### src/rtl/mem_exception_unit.sv
// -----------------------------------------------------------------------------
// mem_exception_unit
//
// MEM-stage exception collector. It registers the exception flags produced in
// EXE (trap result included), detects misaligned data accesses and resolves
// MIPS32 exception priority. Each exception or ERET produces one CP0 write
// pulse and one pipeline flush. The PC redirect is then held on a valid/ready
// handshake until IF accepts it.
//
// Ports
//   clk, rst                 clock, asynchronous active-high reset
//   MEM_Stall_i-style inputs are named after the pipeline signals they carry:
//   MEM_Stall                freeze the MEM register
//   EXE_*                    instruction and exception flags from EXE
//   CP0_IntPending           unmasked interrupt pending
//   CP0_StatusBEV            boot exception vector select
//   CP0_EPC                  current EPC (ERET target)
//   IF_RedirectReady         IF accepts the redirect
//   MEM_Valid                MEM instruction valid and not excepting
//   MEM_Flush                one-cycle flush of IF/ID/EXE
//   Exc_We/Code/EPC/BD       CP0 exception write and its Cause/EPC payload
//   Exc_BadVAddrWe/BadVAddr  BadVAddr update for address errors
//   Eret_We                  one-cycle clear of Status.EXL
//   Redirect_Valid/PC        redirect request to IF
//
// State table
//   state      | meaning
//   RUN        | normal operation, exceptions and ERET may be taken
//   WAIT_RDR   | redirect pending, waiting for IF_RedirectReady
// -----------------------------------------------------------------------------
module mem_exception_unit #(
    parameter logic [31:0] EXC_VEC_BEV    = 32'hBFC0_0380,
    parameter logic [31:0] EXC_VEC_NORMAL = 32'h8000_0180
) (
    input  logic        clk,
    input  logic        rst,
    input  logic        MEM_Stall,
    input  logic        EXE_Valid,
    input  logic [31:0] EXE_PC,
    input  logic        EXE_InDelaySlot,
    input  logic        EXE_ExcFetchAdEL,
    input  logic        EXE_ExcRI,
    input  logic        EXE_ExcOv,
    input  logic        EXE_TrapValid,
    input  logic        EXE_ExcSys,
    input  logic        EXE_ExcBp,
    input  logic        EXE_IsEret,
    input  logic        EXE_MemRead,
    input  logic        EXE_MemWrite,
    input  logic [1:0]  EXE_MemSize,
    input  logic [31:0] EXE_MemAddr,
    input  logic        CP0_IntPending,
    input  logic        CP0_StatusBEV,
    input  logic [31:0] CP0_EPC,
    input  logic        IF_RedirectReady,
    output logic        MEM_Valid,
    output logic        MEM_Flush,
    output logic        Exc_We,
    output logic [4:0]  Exc_Code,
    output logic [31:0] Exc_EPC,
    output logic        Exc_BD,
    output logic        Exc_BadVAddrWe,
    output logic [31:0] Exc_BadVAddr,
    output logic        Eret_We,
    output logic        Redirect_Valid,
    output logic [31:0] Redirect_PC
);

    typedef enum logic {
        S_RUN      = 1'b0,
        S_WAIT_RDR = 1'b1
    } state_t;

    localparam logic [4:0] CODE_INT  = 5'h00;
    localparam logic [4:0] CODE_ADEL = 5'h04;
    localparam logic [4:0] CODE_ADES = 5'h05;
    localparam logic [4:0] CODE_SYS  = 5'h08;
    localparam logic [4:0] CODE_BP   = 5'h09;
    localparam logic [4:0] CODE_RI   = 5'h0A;
    localparam logic [4:0] CODE_OV   = 5'h0C;
    localparam logic [4:0] CODE_TR   = 5'h0D;

    state_t state_q, state_d;

    // MEM pipeline register
    logic        valid_q;
    logic [31:0] pc_q;
    logic        bd_q;
    logic        fetch_adel_q, ri_q, ov_q, tr_q, sys_q, bp_q, eret_q;
    logic        rd_q, wr_q;
    logic [1:0]  size_q;
    logic [31:0] addr_q;

    // registered outputs
    logic        flush_q, exc_we_q, eret_we_q, bva_we_q, exc_bd_q, rdr_valid_q;
    logic [4:0]  exc_code_q;
    logic [31:0] exc_epc_q, bva_q, rdr_pc_q;

    logic        misal, dadel, dades;
    logic        exc_any;
    logic [4:0]  code_sel;
    logic        bva_we_sel;
    logic [31:0] bva_sel;
    logic        exc_take, eret_take;
    logic        valid_d;

    assign misal = ((size_q == 2'd1) & addr_q[0]) |
                   ((size_q == 2'd2) & (addr_q[1:0] != 2'b00));
    assign dadel = rd_q & misal;
    assign dades = wr_q & misal;

    assign exc_any = valid_q & (CP0_IntPending | fetch_adel_q | ri_q | ov_q |
                                tr_q | sys_q | bp_q | dadel | dades);

    // Priority encoder; only meaningful while exc_any is set.
    always_comb begin
        code_sel   = CODE_INT;
        bva_we_sel = 1'b0;
        bva_sel    = 32'h0;
        if (CP0_IntPending) begin
            code_sel = CODE_INT;
        end else if (fetch_adel_q) begin
            code_sel   = CODE_ADEL;
            bva_we_sel = 1'b1;
            bva_sel    = pc_q;
        end else if (ri_q) begin
            code_sel = CODE_RI;
        end else if (ov_q) begin
            code_sel = CODE_OV;
        end else if (tr_q) begin
            code_sel = CODE_TR;
        end else if (sys_q) begin
            code_sel = CODE_SYS;
        end else if (bp_q) begin
            code_sel = CODE_BP;
        end else if (dadel) begin
            code_sel   = CODE_ADEL;
            bva_we_sel = 1'b1;
            bva_sel    = addr_q;
        end else if (dades) begin
            code_sel   = CODE_ADES;
            bva_we_sel = 1'b1;
            bva_sel    = addr_q;
        end
    end

    always_comb begin
        state_d   = state_q;
        exc_take  = 1'b0;
        eret_take = 1'b0;
        case (state_q)
            S_RUN: begin
                if (!MEM_Stall) begin
                    exc_take  = exc_any;
                    eret_take = valid_q & eret_q & ~exc_any;
                    if (exc_take || eret_take) begin
                        state_d = S_WAIT_RDR;
                    end
                end
            end
            S_WAIT_RDR: begin
                if (rdr_valid_q && IF_RedirectReady) begin
                    state_d = S_RUN;
                end
            end
            default: state_d = S_RUN;
        endcase
    end

    // The instruction entering MEM on a take edge is younger than the one
    // being redirected, so it must not be captured as valid.
    assign valid_d = EXE_Valid & (state_q == S_RUN) & ~flush_q &
                     ~exc_take & ~eret_take;

    always_ff @(posedge clk or posedge rst) begin
        if (rst) begin
            state_q <= S_RUN;
        end else begin
            state_q <= state_d;
        end
    end

    always_ff @(posedge clk or posedge rst) begin
        if (rst) begin
            valid_q      <= 1'b0;
            pc_q         <= 32'h0;
            bd_q         <= 1'b0;
            fetch_adel_q <= 1'b0;
            ri_q         <= 1'b0;
            ov_q         <= 1'b0;
            tr_q         <= 1'b0;
            sys_q        <= 1'b0;
            bp_q         <= 1'b0;
            eret_q       <= 1'b0;
            rd_q         <= 1'b0;
            wr_q         <= 1'b0;
            size_q       <= 2'd0;
            addr_q       <= 32'h0;
        end else if (!MEM_Stall) begin
            valid_q      <= valid_d;
            pc_q         <= EXE_PC;
            bd_q         <= EXE_InDelaySlot;
            fetch_adel_q <= EXE_ExcFetchAdEL;
            ri_q         <= EXE_ExcRI;
            ov_q         <= EXE_ExcOv;
            tr_q         <= EXE_TrapValid;
            sys_q        <= EXE_ExcSys;
            bp_q         <= EXE_ExcBp;
            eret_q       <= EXE_IsEret;
            rd_q         <= EXE_MemRead;
            wr_q         <= EXE_MemWrite;
            size_q       <= EXE_MemSize;
            addr_q       <= EXE_MemAddr;
        end
    end

    always_ff @(posedge clk or posedge rst) begin
        if (rst) begin
            flush_q     <= 1'b0;
            exc_we_q    <= 1'b0;
            eret_we_q   <= 1'b0;
            bva_we_q    <= 1'b0;
            exc_code_q  <= 5'h0;
            exc_epc_q   <= 32'h0;
            exc_bd_q    <= 1'b0;
            bva_q       <= 32'h0;
            rdr_valid_q <= 1'b0;
            rdr_pc_q    <= 32'h0;
        end else begin
            flush_q   <= exc_take | eret_take;
            exc_we_q  <= exc_take;
            eret_we_q <= eret_take;
            bva_we_q  <= exc_take & bva_we_sel;
            if (exc_take) begin
                exc_code_q <= code_sel;
                exc_epc_q  <= bd_q ? (pc_q - 32'd4) : pc_q;
                exc_bd_q   <= bd_q;
                bva_q      <= bva_sel;
                rdr_pc_q   <= CP0_StatusBEV ? EXC_VEC_BEV : EXC_VEC_NORMAL;
            end else if (eret_take) begin
                rdr_pc_q <= CP0_EPC;
            end
            if (exc_take || eret_take) begin
                rdr_valid_q <= 1'b1;
            end else if (rdr_valid_q && IF_RedirectReady) begin
                rdr_valid_q <= 1'b0;
            end
        end
    end

    assign MEM_Valid      = valid_q & ~exc_any & ~eret_q;
    assign MEM_Flush      = flush_q;
    assign Exc_We         = exc_we_q;
    assign Exc_Code       = exc_code_q;
    assign Exc_EPC        = exc_epc_q;
    assign Exc_BD         = exc_bd_q;
    assign Exc_BadVAddrWe = bva_we_q;
    assign Exc_BadVAddr   = bva_q;
    assign Eret_We        = eret_we_q;
    assign Redirect_Valid = rdr_valid_q;
    assign Redirect_PC    = rdr_pc_q;

endmodule

### config.mk
export PLATFORM = sky130hd
export DESIGN_NAME = mem_exception_unit
export DESIGN_NICKNAME = d
export VERILOG_FILES = /design/src/rtl/mem_exception_unit.sv
export SDC_FILE = /design/constraint.sdc
export NUM_CORES = 1
export LEC_CHECK = 0
export CORE_MARGIN = 2
export CORE_UTILIZATION = 51
export CTS_CLUSTER_DIAMETER = 30
export DETAILED_ROUTE_END_ITERATION = 10
export PLACE_DENSITY_LB_ADDON = 0.2
export SLEW_MARGIN = 5
export SYNTH_ARGS = -nofsm -noshare
export SYNTH_HDL_FRONTEND = slang
export SYNTH_SLANG_ARGS = --single-unit
### constraint.sdc
create_clock -name clk -period 12.77 [get_ports clk]
set_input_delay 3.831 -clock clk [delete_from_list [all_inputs] [get_ports clk]]
set_output_delay 3.831 -clock clk [all_outputs]
set_load 0.05 [all_outputs]
After elaboration in Yosys (flattened, before gate mapping). Cells that the tools add are included.

Register bits after elaboration: 185. Latch bits: 0. RAM bits: 0. Bits in read-only memories: 0. Input bits: 115. Output and inout bits: 108. Word-level logic and storage cells: 105. Memories kept: 0.

Add/subtract/negate cells: 1. Multipliers: 0. Div/mod/pow operators: 0. Order comparisons: 0. Equality and inequality tests: 2. Shift-type cells: 0. Mux-type cells: 41. Bitwise operators: 30. Reduce and logical (&&, ||, !) cells: 6.

Operators with widths (number): 32-bit two-way mux (12); 32-bit by 3-bit subtractor with 32-bit output, second input constant (1); 30-bit two-way mux (1); 4-bit two-way mux (7); 1-bit two-way mux (18); 1-bit bitwise AND (14); 1-bit OR (10); 3-bit two-way mux (2); 1-bit NOT (6); 2-bit nonzero test (3); 2-bit by 1-bit == test with 1-bit output, second input constant (1); 2-bit == test, second input constant (1); 1-bit logical OR (2); 1-bit one-hot mux with 2 select lines (1); 1-bit logical AND (1).

Logic depth before layout (Yosys ltp). Gate-level depths: netlist (run 1).

Depth after elaboration: 15. Depth in mapped cells: 7. Mapped depth without buffers: 7.

Least setup slack after synthesis (run 1). OpenSTA, ideal clock, no wires.

Path kind: input to output. Start point: input port CP0_IntPending. End point: output port MEM_Valid. Arrival time: 5461 ps. Data required time: 8939 ps. Slack: 3478 ps. Cell stages on the path: 4. Buffers on the path: 0. Cell sequence: nor2_1 and3_1 nand2b_1 nor3b_1.

Cells in the longest elaborated chain, start to end: 12.

RTL lines: start: declaration (RTL line 52) `input logic CP0_IntPending,`; 1-bit OR (4 in series) (RTL line 112) `assign exc_any = valid_q & (CP0_IntPending | fetch_adel_q | ri_q | ov_q |`; 1-bit OR (4 in series) (RTL line 113) `tr_q | sys_q | bp_q | dadel | dades);`; 1-bit bitwise AND (RTL line 112); 1-bit NOT (RTL line 251) `assign MEM_Valid = valid_q & ~exc_any & ~eret_q;`; 1-bit bitwise AND (2 in series) (RTL line 251); end: declaration (RTL line 56) `output logic MEM_Valid,`.

Every way passes these cells.

Worst setup path after layout (run 1). Ends and elaborated chain as after synthesis.

==> reports/qor.txt, run 1 <==
Filler Cell Count: 1080
Final nets: 997
Hpwl dp: 13100 um
Layout Skew: 7.31 ps
Drt pass-1 iters: 4
Die width: 127 um
CP Capture Point: MEM_Valid
DR DRC count: 0
Clock power share: 0.205
Startpoint types: input port
GRT Util Overall: 0.243
Vias: 5831
F_max: 102 MHz
Routed Wire Length: 19000 um
Syn avg cell area: 11.5 sq um
Slew Viols, Final: 0
Run status: completed
Clock Latency Late Sink: 420 ps
Internal Pwr Total: 1.39 mW
Die Y: 127 um
Main flop type after synthesis: dfrtp_1
Area Growth Syn to Fin: 37.0%
Comb pwr share: 0.438
Final Hold Vio Count: 0
First-pass GRT wire length: 30900 um
Mapped Area: 7760 sq um
Io pins: 223
Arrival time worst endpoint: 6000 ps
Number of synthesized flops with an enable pin: 0
Fraction of layout cells with a size suffix above 1: 0.146
Maximum VDD drop: 119 uV
Avg Vias per Cell: 5.39
P_sw: 1.00 mW
Die area: 16200 sq um
Async SR Flop Fraction: 1.00
Antenna viol nets, final: 0
GRT overflow: 0
CP Max Fanout: 5
Reg2reg end: Redirect_PC[25]$_DFFE_PP0P_
H-Tree Level Count: 4
Static Leak: 4.59 nW
Initial DRC count: 395
Sequential Area: 4600 sq um
Number of diodes: 0
Input/output buffers: 221
Starting density of the core: 0.516
Std cell rows: 45
Vias in the first global route: 6060
Reg clk slew, reported paths: 60 ps
Final number of setup-violating endpoints: 0
Final total power: 2.39 mW
Worst min path class: reg2reg
Sink Count: 184
GPL Wtd Cong: 0.821
Hold_buf cts: 0
CTS buffer count: 17
Crit path required time: 8940 ps
Largest net degree at the start of global routing: 104
Worst Setup End Kind: output pin
CP Class: in2out
Sw frac: 0.420
Register area share after synthesis: 0.593
Slew of the pin with the lowest slew margin: 1200 ps
Number of distinct library cells after synthesis: 59
Post-cts sizing count: 0
Core Footprint: 15000 sq um
Clk root buf: clkbuf_16
RSZ-0062 raised after global routing: false
Flop2flop setup slack: 10100 ps
Post-Synthesis Cells: 677
Sequential share of power: 0.357
Worst slew margin: 0.194
Period utilisation layout: 0.770
Multi-input logic area: 2970 sq um
Worst R2R Path Depth: 4
CP startpoint: CP0_IntPending
Max capacitance violation total: 0
Pwr Density: 225 nW/um^2
Initial antenna violation count: 0
DR WL/cell: 17.5 um
Post-CTS Setup Bufs: 0
Synth Register Bits: 184
Warnings, synthesis: 0
Longest Clk Path Bufs: 2
Clock tree from TritonCTS: built
Setup TNS: 0 ps
Synth Net Count: 793
Critical R2R Launch: state_q$_DFF_PP0_
Fin crit period: 9830 ps
-- through the flow --
| stage | instance area [sq um] | hold slack, ps | setup WS (ps) | util | std cells |
|---|---|---|---|---|---|
| floorplan | 7760 | 455 | 3480 | - | 677 |
| global placement | 10100 | 454 | 3060 | 0.671 | 1050 |
| detailed placement | 10100 | 459 | 2970 | 0.671 | 1050 |
| CTS | 10600 | 474 | 2950 | 0.707 | 1081 |
| global route | 10600 | 499 | 2760 | 0.707 | 1081 |
| finish | 10600 | 471 | 2940 | 0.707 | 1081 |
-- area by class of cell --
type                    count  share of cell area
clock inverters             8             0.00694
multi-input cells         444               0.279
clock buffers              23              0.0440
inverters                   8             0.00329
well taps                 188              0.0221
repair buffers            226               0.211
flip-flops and latches    184               0.433
-- state kept, by name, summed over array words and instances (netlist names), 2 cells and up --
register      count
Exc_BadVAddr     32
Exc_Code          4
Exc_EPC          32
Redirect_PC      32
addr_q           32
pc_q             32
size_q            2
-- power by group through the flow --
stage | registers, mW | logic (mW) | clock network (mW)
finish | 0.854 | 1.05 | 0.491
global route | 0.875 | 1.10 | 0.525
CTS | 0.854 | 1.06 | 0.498
detailed placement | 0.861 | 1.05 | 0
global placement | 0.853 | 1.04 | 0
floorplan | 1.32 | 0.206 | 0
-- cells in the final DEF, fill, tap and decap left out, drive strengths merged, types with 2 or more instances in the layout --
master,n
and3b,2
dfrtp,184
mux2,77
nand3b,2
clkinvlp,2
and4bb,2
or4,4
a31oi,2
nand2,157
a22oi,31
nand2b,3
a21oi,23
or3,3
a22o,2
nor4,8
a221o,9
o21ai,35
nor3,10
nor2,13
and2,4
nor3b,3
buf,6
xnor2,22
inv,7
clkbuf,23
xor2,5
nand3,5
nor4b,3
and3,2
clkinv,6
clkdlybuf4s50,220
-- cell usage after synthesis (3+ instances only) --
cell / number / area, sq um
a21oi_1: 23 / 115
a221o_1: 9 / 90.1
a22oi_1: 31 / 233
and2_1: 3 / 18.8
buf_1: 5 / 18.8
buf_2: 3 / 15.0
clkbuf_1: 30 / 113
dfrtp_1: 184 / 4600
inv_1: 8 / 30.0
mux2_2: 77 / 867
nand2_1: 157 / 589
nand2b_1: 3 / 18.8
nand3_1: 5 / 25.0
nor2_1: 13 / 48.8
nor3_1: 9 / 45.0
nor4_1: 4 / 25.0
o21ai_0: 26 / 130
o21ai_1: 8 / 40.0
or3_1: 3 / 18.8
xnor2_1: 22 / 193
xor2_1: 5 / 43.8
-- worst min path at each step --
stage | from | to | slack (ps) | cells after the start
floorplan | pc_q[0]$_DFFE_PP0N_ | Exc_BadVAddr[0]$_DFFE_PP0P_ | 460 | 2
global placement | Exc_Code[1]$_DFFE_PP0P_ | Exc_Code[1]$_DFFE_PP0P_ | 450 | 2
detailed placement | Exc_Code[1]$_DFFE_PP0P_ | Exc_Code[1]$_DFFE_PP0P_ | 460 | 2
CTS | Exc_Code[1]$_DFFE_PP0P_ | Exc_Code[1]$_DFFE_PP0P_ | 470 | 2
global route | Exc_Code[1]$_DFFE_PP0P_ | Exc_Code[1]$_DFFE_PP0P_ | 500 | 2
finish | Exc_Code[1]$_DFFE_PP0P_ | Exc_Code[1]$_DFFE_PP0P_ | 470 | 2
-- critical path, stage by stage --
cell and delay (ps):
clkdlybuf4s50_1 500, nor2_1 260, and3_1 210, nand2b_1 110, nor3b_1 230, clkdlybuf4s50_1 860
-- layer usage --
layer | track usage | part of all wire | vias to the layer above
met4 | 0.0963 | 0.026 | 0
met1 | 0.317 | 0.43 | 2866
met3 | 0.0557 | 0.058 | 35
li1 | - | - | 2753
met5 | 0 | 0 | -
met2 | 0.397 | 0.48 | 177
-- cells by family (layout without fill, tap and decap cells) --
logic type / after synthesis / after routing / synth area share
AOI/OAI and AO/OA: 112 / 112 / 0.0935
xor gates and xnor gates: 27 / 27 / 0.0305
adders and majority gates: 1 / 1 / 0.00161
buffers and inverters: 49 / 265 / 0.0258
DFF: 184 / 184 / 0.593
muxes: 77 / 77 / 0.112
other: 1 / 1 / 0.000483
and+or+nand+nor: 226 / 226 / 0.143
No activity file was read; power rests on OpenSTA's default activity.
==> run 2: changes to the inputs <==
--- a/config.mk
+++ b/config.mk
@@ -6,7 +6,7 @@
 export NUM_CORES = 1
 export LEC_CHECK = 0
 export CORE_MARGIN = 2
-export CORE_UTILIZATION = 51
+export CORE_UTILIZATION = 48
 export CTS_CLUSTER_DIAMETER = 30
 export DETAILED_ROUTE_END_ITERATION = 10
 export PLACE_DENSITY_LB_ADDON = 0.2
==> constraint.sdc (replaced) <==
create_clock -name clk -period 10 [get_ports clk]
set_input_delay 3 -clock clk [delete_from_list [all_inputs] [get_ports clk]]
set_output_delay 3 -clock clk [all_outputs]
set_load 0.05 [all_outputs]
==> run 2 against run 1 <==
  * Non-clock buffer count rose by 1
  * Sequential share of layout area fell by 0.18 points
  * Clock power rose by 27%
  * First-iteration DRC count fell by 17%
  * Register-to-register slack got worse by 2700 ps
  * Setup slack got worse by 1000 ps
  * Sequential power rose by 28%
  * Power rose by 28%
  * Largest cell class unchanged
  * Highest routed layer unchanged
==> reports/qor.txt, run 2 (synthesis gave the netlist of run 1 again) <==
Worst min path class: reg2reg
RSZ-0062 raised after global routing: false
Slowest cell delay on critical path: 850 ps
Post-cts sizing count: 0
Static Leak: 4.60 nW
Die area: 17200 sq um
Crit path required time: 7000 ps
Io pins: 223
Run status: completed
Area Growth Syn to Fin: 37.6%
H-Tree Level Count: 4
GRT overflow: 0
Slew Viols, Final: 0
Most common library cell in the layout ignoring fill and taps: clkdlybuf4s50_1
CP dominant cell by count: clkdlybuf4s50_1
Worst R2R Path Depth: 4
Final Hold Vio Count: 0
Critical R2R Launch: state_q$_DFF_PP0_
Post-CTS Setup Bufs: 0
Initial antenna violation count: 0
Layout Skew: 8.81 ps
Final Util: 0.675
Max capacitance violation total: 0
Final number of setup-violating endpoints: 0
Antenna viol nets, final: 0
Avg Vias per Cell: 5.32
Worst hold margin: 480 ps
Hpwl dp: 13200 um
Worst slew margin: 0.191
Input/output buffers: 221
Arrival time worst endpoint: 5100 ps
Pre-CTS WS: 1910 ps
CTS buffer count: 17
CP Class: in2out
Worst Setup End Kind: output pin
First-pass GRT wire length: 32000 um
Clock tree from TritonCTS: built
Clock Latency Late Sink: 420 ps
Slack of the critical path: 1900 ps
Starting density of the core: 0.490
GPL Wtd Cong: 0.771
Flop2flop setup slack: 7370 ps
CP Max Fanout: 5
Sink Count: 184
Hold endpoint: Exc_EPC[15]$_DFFE_PP0P_
Die Y: 131 um
Initial DRC count: 327
Reg2reg end: Redirect_PC[26]$_DFFE_PP0P_
Longest Clk Path Bufs: 2
Startpoint types: input port
GRT Util Overall: 0.233
Final total power: 3.05 mW
Hold path start: Exc_EPC[15]$_DFFE_PP0P_
Setup TNS: 0 ps
Crit-path cells: clkdlybuf4s50_1, nor2_1, and3_1, nand2b_1, nor3b_1, clkdlybuf4s50_1
Largest net degree at the start of global routing: 99
Fraction of layout cells with a size suffix above 1: 0.150
DR DRC count: 0
F_max: 124 MHz
Pwr Density: 286 nW/um^2
Core Footprint: 15800 sq um
Std cell rows: 46
Vias in the first global route: 6108
Filler Cell Count: 1160
Most frequent cells in the layout: clkdlybuf4s50_1 (220), dfrtp_1 (184), nand2_1 (157)
Reg clk slew, reported paths: 60 ps
Routed Wire Length: 19400 um
Die width: 131 um
CP max-delay cell: clkdlybuf4s50_1
Hold depth: 2
Fin crit period: 8100 ps
Drt pass-1 iters: 4
DR WL/cell: 17.5 um
Final nets: 998
Clk root buf: clkbuf_16
Slew of the pin with the lowest slew margin: 1210 ps
Number of diodes: 0
Vias: 5908
Period utilisation layout: 0.810
Maximum VDD drop: 184 uV
Hold_buf cts: 0
-- run 2: cell count changes in the layout (fill, tap and decap cells not counted) --
cell and delta:
buf_4 +1, bufinv_16 -1, clkbuf_1 -2, clkbuf_8 +1, inv_6 +3, o21ai_0 -1
o21ai_1 +1
-- run 2: worst max-delay path by stage --
| stage | endpoint | from |
|---|---|---|
| 2_1_floorplan | Eret_We$_DFF_PP0_ | rst |
| 4_1_cts | MEM_Valid | CP0_IntPending |
| 3_5_place_dp | MEM_Valid | CP0_IntPending |
| 3_3_place_gp | MEM_Valid | CP0_IntPending |
| 5_1_grt | MEM_Valid | CP0_IntPending |
| 6_report | MEM_Valid | CP0_IntPending |
-- run 2: stage by stage --
stage | instance area (sq um) | instances
after floorplan | 7760 | 677
after global placement | 10100 | 1079
after detailed placement | 10100 | 1079
after CTS | 10700 | 1111
after global routing | 10700 | 1111
final | 10700 | 1111
-- run 2: area by class of cell --
type | instances | area, sq um | area share
multi-input cells | 444 | 2970 | 0.278
flip-flops and latches | 184 | 4600 | 0.431
repair buffers | 227 | 2250 | 0.211
inverters | 8 | 35.0 | 0.00328
well taps | 216 | 270 | 0.0253
clock inverters | 10 | 70.1 | 0.00656
clock buffers | 22 | 474 | 0.0444
-- run 2: power breakdown --
| group | switching (mW) | internal [mW] | leakage [nW] | total, mW |
|---|---|---|---|---|
| registers | 0.140 | 0.952 | 2.29 | 1.09 |
| clock network | 0.285 | 0.339 | 0.267 | 0.623 |
| logic | 0.869 | 0.468 | 2.05 | 1.34 |
| total | 1.29 | 1.76 | 4.60 | 3.05 |
-- run 2: worst max-delay path: cells and delay by family --
| kind | cells | cell delay (ps) |
|---|---|---|
| buf+inv | 2 | 1320 |
| simple gates | 4 | 770 |
-- run 2: layer usage --
layer	GRT usage	part of all wire
met5	0	0
met4	0.0743	0.016
met3	0.0613	0.059
met1	0.294	0.42
met2	0.393	0.50
